**src/rtl/tmds_pkg.sv**
```systemverilog
// Shared definitions for the TMDS encoder: period modes, fixed symbol codes,
// TERC4 lookup and the popcount used by both encoding stages.
package tmds_pkg;

  typedef enum logic [1:0] {
    MODE_CTL = 2'd0,
    MODE_VID = 2'd1,
    MODE_DI  = 2'd2,
    MODE_GB  = 2'd3
  } tmds_mode_e;

  localparam logic [9:0] CTL_CODE_00 = 10'h354;
  localparam logic [9:0] CTL_CODE_01 = 10'h0AB;
  localparam logic [9:0] CTL_CODE_10 = 10'h154;
  localparam logic [9:0] CTL_CODE_11 = 10'h2AB;

  localparam logic [9:0] GB_CODE_CH02 = 10'h2CC;
  localparam logic [9:0] GB_CODE_CH1  = 10'h133;

  // HDMI 1.4 TERC4 table, symbol bit 0 is the first bit on the wire.
  function automatic logic [9:0] terc4_code(input logic [3:0] nib);
    logic [9:0] code;
    code = 10'h29C;
    case (nib)
      4'h0: code = 10'h29C;
      4'h1: code = 10'h263;
      4'h2: code = 10'h2E4;
      4'h3: code = 10'h2E2;
      4'h4: code = 10'h171;
      4'h5: code = 10'h11E;
      4'h6: code = 10'h18E;
      4'h7: code = 10'h13C;
      4'h8: code = 10'h2CC;
      4'h9: code = 10'h139;
      4'hA: code = 10'h19C;
      4'hB: code = 10'h2C6;
      4'hC: code = 10'h28E;
      4'hD: code = 10'h271;
      4'hE: code = 10'h163;
      4'hF: code = 10'h2C3;
      default: code = 10'h29C;
    endcase
    return code;
  endfunction

  function automatic logic [3:0] popcount8(input logic [7:0] b);
    logic [3:0] n;
    n = '0;
    for (int i = 0; i < 8; i++) n = n + {3'b000, b[i]};
    return n;
  endfunction

endpackage

```
**src/rtl/tmds_lane_encoder.sv**
```systemverilog
// One TMDS lane: stage 1 builds the transition-minimised word, stage 2 applies
// DC balance in video mode or emits the fixed control/TERC4/guard-band symbol.
module tmds_lane_encoder
  import tmds_pkg::*;
#(
  parameter int LANE  = 0,
  parameter int CNT_W = 5
) (
  input  logic                    pixel_clk,
  input  logic                    rst,
  input  logic                    ce,
  input  logic [1:0]              mode,
  input  logic [7:0]              data_in,
  input  logic [1:0]              ctl_in,
  input  logic [3:0]              terc4_in,
  output logic [9:0]              data_out,
  output logic signed [CNT_W-1:0] disp_out
);

  localparam logic signed [CNT_W-1:0] TWO   = CNT_W'(2);
  localparam logic signed [CNT_W-1:0] EIGHT = CNT_W'(8);

  logic [3:0]              n1_in;
  logic                    use_xnor;
  logic [8:0]              q_m_d, q_m_q;
  logic [1:0]              ctl_q;
  logic [3:0]              terc4_q;
  logic signed [CNT_W-1:0] cnt_q, cnt_d;
  logic [9:0]              sym_d;
  logic [3:0]              n1_q, n0_q;
  logic signed [CNT_W-1:0] n1_s, diff;
  logic                    qm8, cnt_zero, cnt_pos, cnt_neg;
  tmds_mode_e              mode_e;

  assign n1_in    = popcount8(data_in);
  assign use_xnor = (n1_in > 4'd4) || ((n1_in == 4'd4) && !data_in[0]);

  always_comb begin
    q_m_d    = '0;
    q_m_d[0] = data_in[0];
    for (int i = 1; i < 8; i++)
      q_m_d[i] = use_xnor ? ~(q_m_d[i-1] ^ data_in[i]) : (q_m_d[i-1] ^ data_in[i]);
    q_m_d[8] = ~use_xnor;
  end

  assign mode_e   = tmds_mode_e'(mode);
  assign qm8      = q_m_q[8];
  assign n1_q     = popcount8(q_m_q[7:0]);
  assign n0_q     = 4'd8 - n1_q;
  assign n1_s     = $signed({{(CNT_W-4){1'b0}}, n1_q});
  assign diff     = n1_s + n1_s - EIGHT;  // n1 - n0
  assign cnt_zero = (cnt_q == '0);
  assign cnt_neg  = cnt_q[CNT_W-1];
  assign cnt_pos  = !cnt_neg && !cnt_zero;

  // NOTE: outputs get defaults before the case so no path can infer a latch.
  always_comb begin
    sym_d = CTL_CODE_00;
    cnt_d = '0;
    case (mode_e)
      MODE_CTL: begin
        case (ctl_q)
          2'b00:   sym_d = CTL_CODE_00;
          2'b01:   sym_d = CTL_CODE_01;
          2'b10:   sym_d = CTL_CODE_10;
          default: sym_d = CTL_CODE_11;
        endcase
      end
      MODE_VID: begin
        if (cnt_zero || (n1_q == n0_q)) begin
          sym_d = {~qm8, qm8, qm8 ? q_m_q[7:0] : ~q_m_q[7:0]};
          cnt_d = qm8 ? cnt_q + diff : cnt_q - diff;
        end else if ((cnt_pos && (n1_q > n0_q)) || (cnt_neg && (n0_q > n1_q))) begin
          sym_d = {1'b1, qm8, ~q_m_q[7:0]};
          cnt_d = cnt_q - diff + (qm8 ? TWO : '0);
        end else begin
          sym_d = {1'b0, qm8, q_m_q[7:0]};
          cnt_d = cnt_q + diff - (qm8 ? '0 : TWO);
        end
      end
      MODE_DI: sym_d = terc4_code(terc4_q);
      MODE_GB: sym_d = (LANE == 1) ? GB_CODE_CH1 : GB_CODE_CH02;
      default: ;
    endcase
  end

  // NOTE: pipeline state uses non-blocking assignments so every register
  // samples the pre-edge values of the others.
  always_ff @(posedge pixel_clk) begin
    if (rst) begin
      q_m_q    <= '0;
      ctl_q    <= 2'b00;
      terc4_q  <= '0;
      data_out <= CTL_CODE_00;
      cnt_q    <= '0;
    end else if (ce) begin
      q_m_q    <= q_m_d;
      ctl_q    <= ctl_in;
      terc4_q  <= terc4_in;
      data_out <= sym_d;
      cnt_q    <= cnt_d;
    end
  end

  assign disp_out = cnt_q;

endmodule

```
**src/rtl/tmds_multi_encoder.sv**
```systemverilog
// NUM_CH TMDS lanes encoded in lockstep; the stage-1 mode register is shared
// so every lane switches period type on the same symbol.
module tmds_multi_encoder
  import tmds_pkg::*;
#(
  parameter int NUM_CH = 3,
  parameter int CNT_W  = 5
) (
  input  logic                    pixel_clk,
  input  logic                    rst,
  input  logic                    ce,
  input  logic [1:0]              mode,
  input  logic [8*NUM_CH-1:0]     data_in,
  input  logic [2*NUM_CH-1:0]     ctl_in,
  input  logic [4*NUM_CH-1:0]     terc4_in,
  output logic [10*NUM_CH-1:0]    data_out,
  output logic [CNT_W*NUM_CH-1:0] disp_out
);

  tmds_mode_e mode_q;

  always_ff @(posedge pixel_clk) begin
    if (rst)     mode_q <= MODE_CTL;
    else if (ce) mode_q <= tmds_mode_e'(mode);
  end

  for (genvar k = 0; k < NUM_CH; k++) begin : g_lane
    tmds_lane_encoder #(
      .LANE  (k),
      .CNT_W (CNT_W)
    ) u_lane (
      .pixel_clk (pixel_clk),
      .rst       (rst),
      .ce        (ce),
      .mode      (mode_q),
      .data_in   (data_in[8*k +: 8]),
      .ctl_in    (ctl_in[2*k +: 2]),
      .terc4_in  (terc4_in[4*k +: 4]),
      .data_out  (data_out[10*k +: 10]),
      .disp_out  (disp_out[CNT_W*k +: CNT_W])
    );
  end

endmodule

```
**config.mk**
```make
export PLATFORM = sky130hd
export DESIGN_NAME = tmds_multi_encoder
export DESIGN_NICKNAME = d
export VERILOG_FILES = /design/src/rtl/tmds_pkg.sv /design/src/rtl/tmds_lane_encoder.sv /design/src/rtl/tmds_multi_encoder.sv
export SDC_FILE = /design/constraint.sdc
export NUM_CORES = 1
export LEC_CHECK = 0
export CORE_AREA = 2 2 168 170
export DETAILED_ROUTE_END_ITERATION = 6
export DIE_AREA = 0 0 170 172
export GPL_TIMING_DRIVEN = 1
export SLEW_MARGIN = 30
export SYNTH_ARGS = -nofsm -noshare
export SYNTH_HDL_FRONTEND = slang
export SYNTH_HIERARCHICAL = 1
export SYNTH_SLANG_ARGS = --single-unit
```
**constraint.sdc**
```tcl
create_clock -name pixel_clk -period 6.9 [get_ports pixel_clk]
set_input_delay 2.07 -clock pixel_clk [delete_from_list [all_inputs] [get_ports pixel_clk]]
set_output_delay 2.07 -clock pixel_clk [all_outputs]
set_load 0.1 [all_outputs]
```
[Word-level counts from Yosys, hierarchy flattened]
Memories as Yosys holds them, arrays and structs flattened. A register that Yosys moved wholly into a read port is not among the register bits.
Cells that the tools add are included.
Operators by class
  add/sub/neg operators: 69
  $lt $le $gt $ge: 9
  equal/unequal tests: 15
  muxes and demuxes: 60
  bitwise operators: 51
  reduce and logical (&&, ||, !) cells: 37
Operators with widths (count)
  $add A4 B1 Y4: 36
  $pmux W10 S4: 3
  $pmux W10 S3: 3
  $mux W10: 6
  $mux W5: 12
  $add A5 B5 Y5: 9
  $sub A5 B5 Y5: 9
  $not A1 Y1: 27
  $gt A4 B4 Y1: 6
  $mux W4: 6
  $mux W8: 3
  $not A8 Y8: 3
  $mux W1: 21
  $xor A1 B1 Y1: 21
  $add A4 B4 Y5: 3
  $logic_not A5 Y1: 3
  $sub A5 B5 Y5 const B: 3
  $add A1 B1 Y2: 6
  $eq A4 B3 Y1 const B: 3
  $eq A4 B4 Y1: 3
  $gt A4 B3 Y1 const B: 3
  $logic_and A1 B1 Y1: 12
  $mux W2: 6
  $sub A4 B4 Y4 const A: 3
  other kinds (5): 31
Word-level totals
  register bits: 92
  memory bits (read-only): 480
  bits of input ports: 47
  output and inout bits: 45
  logic and storage cells: 260
  memories: 3
Memories
  (name not given): depth 16, width 10, read ports 1, clocked after Yosys merged registers in 1, write ports 0, RTL line tmds_pkg.sv:24  | case (nib)
  (name not given): depth 16, width 10, read ports 1, clocked after Yosys merged registers in 1, write ports 0, RTL line tmds_pkg.sv:24
  (name not given): depth 16, width 10, read ports 1, clocked after Yosys merged registers in 1, write ports 0, RTL line tmds_pkg.sv:24

[Longest topological paths before layout]
  depth after elaboration: 29
  depth in mapped cells: 20
  depth with buffers taken out: 20

[By module]
Netlist, hierarchy kept.
By module, submodules not included
  tmds_lane_encoder at g_lane[0].u_lane: times used 1, cells an instance 370, area each 3186.8 µm², seq. area each 780.7 µm²
  tmds_lane_encoder at g_lane[1].u_lane: times used 1, cells an instance 370, area each 3129.3 µm², seq. area each 780.7 µm²
  tmds_lane_encoder at g_lane[2].u_lane: times used 1, cells an instance 361, area each 3066.7 µm², seq. area each 780.7 µm²
  tmds_multi_encoder: times used 1, cells an instance 6, area each 67.6 µm², seq. area each 40.0 µm²

[Least setup slack after synthesis]
Ideal clock, no wire load.
  path kind: input to register
  start: input data_in[8]
  end: register g_lane[1].u_lane.q_m_q[7]
  library setup time: 0.128 ns
  arrival: 5.317 ns
  required time: 6.772 ns
  slack: 1.455 ns
  stages on the path: 14
  buffers on the path: 0
  cells stage by stage: fa_1 inv_1 fa_1 fa_1 inv_1 ha_1 fa_1 nor3b_1 o21ai_0 a21oi_1 xnor2_1 xnor2_1 mux2i_1 nor2_1
Between the ends
  cells in the longest elaborated chain, start to end: 29
  elaborated cells between the ends (all ways): 33
  classes of those cells: add/sub (7); order compare (1); eq/ne (1); mux (7); bitwise (14); reduce/logical (3)
RTL lines
  start: declaration: RTL line tmds_multi_encoder.sv:13  | input logic [8*NUM_CH-1:0] data_in,
  branches (longest 28 deep; another with $add A4 B1 Y4)
  $mux W1 *: RTL line tmds_lane_encoder.sv:42  | q_m_d[i] = use_xnor ? ~(q_m_d[i-1] ^ data_in[i]) : (q_m_d[i-1] ^ data_in[i]);
  end signal: assignment: RTL line tmds_lane_encoder.sv:97  | q_m_q <= q_m_d;
  end: declaration: RTL line tmds_lane_encoder.sv:25  | logic [8:0] q_m_d, q_m_q;
Mark *: on every way between the ends.
A chain may end at the register's enable or synchronous reset.

[Worst setup path in the final report]
Ends and elaborated chain as after synthesis.

==> results.py <==
metrics = {
    "finish": {
        "drive_above_1_share_pct": 6.998,
        "final_util_pct": 41.01,
        "fin_nets": 1355,
        "fillCellCount": 2753,
        "area.growth.synth_to_final_pct": 19.24,
    },
    "clock_network": {
        "post_cts_buffers": 0,
        "clkTransAtPathRegs_ns": 0.06,
        "h-tree-depth": 4,
        "tritoncts": "done",
        "cts_resized": 0,
        "cts_sinks": 119,
        "cts_buffer_depth": 2,
        "clock-root-buffer": "clkbuf_16",
        "cts_inserted_buffers": 17,
        "hold_buffers": 0,
        "clk_latency_ns": 0.42,
    },
    "pwr": {
        "p_int_uw": 2776,
        "p_leak_uw": 0.004902,
        "power_density_nw_per_um2": 446.5,
        "peakVddDrop_mv": 0.1671,
        "sequentialPowerShare_pct": 17.2,
        "combPwrFrac_pct": 62.4,
        "finalPower_uw": 5032,
        "p_sw_share_pct": 44.83,
        "p_switching_uw": 2256,
        "power_frac_clock_pct": 20.3,
    },
    "die": {
        "core_um2": 27480,
        "num_io_pins": 92,
        "die_y_um": 172,
        "die-area_um2": 29240,
        "die_w_um": 170,
        "std_cell_rows": 61,
        "initial_core_util_pct": 34.39,
    },
    "timing": {
        "max_slew_margin_pct": 32.37,
        "period_needed_ns": 5.819,
        "tns_ns": 0,
        "worst_slew_pin_slew_ns": 1.011,
        "slew_violations": 0,
        "final.period_utilization_pct": 84.33,
        "setup_viol": 0,
        "skew_ns": 0.01644,
        "rsz0062_at_grt": "no",
        "max_freq_mhz": 171.9,
        "hold_viol_final": 0,
    },
    "critical_path": {
        "path_buf_inv": 3,
        "crit_chain": "clkdlybuf4s50_1 > fa_1 > inv_1 > fa_1 > fa_1 > inv_1 > ha_1 > fa_1 > nor3b_1 > o21ai_0 > a21oi_1 > xnor2_1 > xnor2_1 > mux2i_1 > nor2_1",
        "end_kind": "register",
        "critPathMaxStageDelay_ns": 0.57,
        "crit_family": "adder cells",
        "critPathSlowestCell": "fa_1",
        "worstPathMaxFanout": 4,
        "cpMostUsedCell": "fa_1",
        "crit_required_ns": 7.19,
        "arrival_ns": 6.11,
        "crit_type": "in2reg",
        "worst_setup_path_start_kind": "input pin",
    },
    "global_route": {
        "gr-total-overflow": 0,
        "grt_max_degree": 74,
        "grt_pass1_wl_mm": 36.89,
        "grt_usage_pct": 15.71,
        "antenna_found_initial": 1,
        "grt_pass1_vias": 7455,
    },
    "flow_run": {
        "maxCapViolCount": 0,
    },
    "synthesis": {
        "synth.yosys.seq_area_share_pct": 25.21,
        "synth_area_per_cell_um2": 8.537,
        "syn_area_um2": 9450,
        "synth.largest_area_cell": "dfxtp_1",
        "synth_enable_flop_cells": 0,
        "synth_nets": 1289,
        "ys_types": 82,
        "ys_seq_elements": 119,
        "synth_top_flop_cell": "dfxtp_1",
        "yosysTopAreaCellShare_pct": 25.21,
        "synth.top_cells.by_count": "134 x inv_1, 126 x nor2_1, 119 x dfxtp_1",
        "synth_warnings": 6,
        "netlist_instances": 1107,
        "synth-async-reset-ratio_pct": 0,
        "yosysMostFrequentCell": "inv_1",
        "synthTopCellsByArea": "dfxtp_1 25%, ha_1 13%, fa_1 8.3%, xnor2_1 6.0%, inv_1 5.3%",
    },
    "detailed_routing": {
        "wl_per_cell_um": 14.33,
        "dr.pass1.iters": 4,
        "drtIter0Drc": 406,
        "drc_errors": 0,
        "drt-vias-per-instance": 4.972,
        "vias": 7622,
        "ant_nets": 0,
        "wl_mm": 21.97,
    },
    "placed_design": {
        "gp_congestion": 0.8808,
        "portBuffers": 88,
        "dpl.hpwl_mm": 16.58,
    },
    "status": {
        "status": "finished, final reports clean",
    },
    "worst_hold_path": {
        "hold_class": "reg2reg",
    },
}
## through the flow
step                      hold slack [ns]  cells  area, um2  worst slack (ns)
final                              0.4718   1533      11270             1.081
after global routing               0.4894   1532      11270            0.8528
after CTS                          0.4772   1531      11240             1.076
after detailed placement           0.4653   1499      10560            0.6347
after global placement             0.4659   1499      10560            0.7238
after floorplan                    0.4510   1107       9450             1.455
## cell type report
cell class / instances / area (um2) / share of cell area, %
inverters: 143 / 539.3 / 4.786
repair buffers: 93 / 930.9 / 8.261
multi-input cells: 799 / 6297 / 55.89
diodes: 1 / 2.502 / 0.02221
flip-flops and latches: 119 / 2384 / 21.15
well taps: 346 / 432.9 / 3.842
clock inverters: 8 / 190.2 / 1.688
clock buffers: 24 / 491.7 / 4.364
## path summary, 6_finish.rpt
check / start / endpoint / slack [ns] / cells past startpoint
worst min-delay path: register / g_lane[0].u_lane/data_out[6] / 0.47 / 2
worst min register to register: register / g_lane[0].u_lane/data_out[6] / 0.47 / 2
worst max-delay path: data_in[8] / g_lane[1].u_lane/q_m_q[7] / 1.08 / 15
worst max register to register: g_lane[1].u_lane/q_m_q[0] / g_lane[1].u_lane/data_out[6] / 1.42 / 15
## layout by cell type, fill, tap and decap left out, types with 15 or more instances in the layout
master,n
inv_1,134
nor2_1,126
dfxtp_1,118
ha_1,96
clkdlybuf4s50_1,86
a21oi_1,72
xnor2_1,65
nand2_1,60
o21ai_0,42
fa_1,39
mux2i_1,35
nor3_1,19
clkbuf_16,17
nand2b_1,16
a211oi_1,15
a21o_1,15
## worst min-delay path, cell delays in order, from the launching register on
cell      delay (ns)
dfxtp_1         0.29
nand2_1         0.07
a221oi_2        0.06
## routing by layer
metal  up-vias  track usage, %  wire length (um)
met5         -               0                 0
met4         0           4.682               318
met3        18           2.861               738
met2       140           26.51             10460
met1      3587           20.52             10450
li1       3877               -                 -
## logic make-up (layout without fill, tap and decap cells)
family                     after synthesis  in the layout  synth area share (%)
xor gates and xnor gates                84             84                 8.672
and+or+nand+nor                        298            298                 14.99
other                                    3              4                0.1191
buffers and inverters                  189            268                 8.156
adders and majority gates              135            135                 20.97
muxes                                   41             41                 4.727
AOI/OAI and AO/OA                      238            238                 17.16
DFF                                    119            119                 25.21
## power groups by stage
stage	Combinational, uW	Sequential [uW]	Clock, uW
floorplan	2310	1080	0
global placement	3090	881	0
detailed placement	3140	882	0
CTS	3160	868	1050
global route	3560	879	1090
finish	3140	867	1020
No activity file was read; power rests on OpenSTA's default activity.
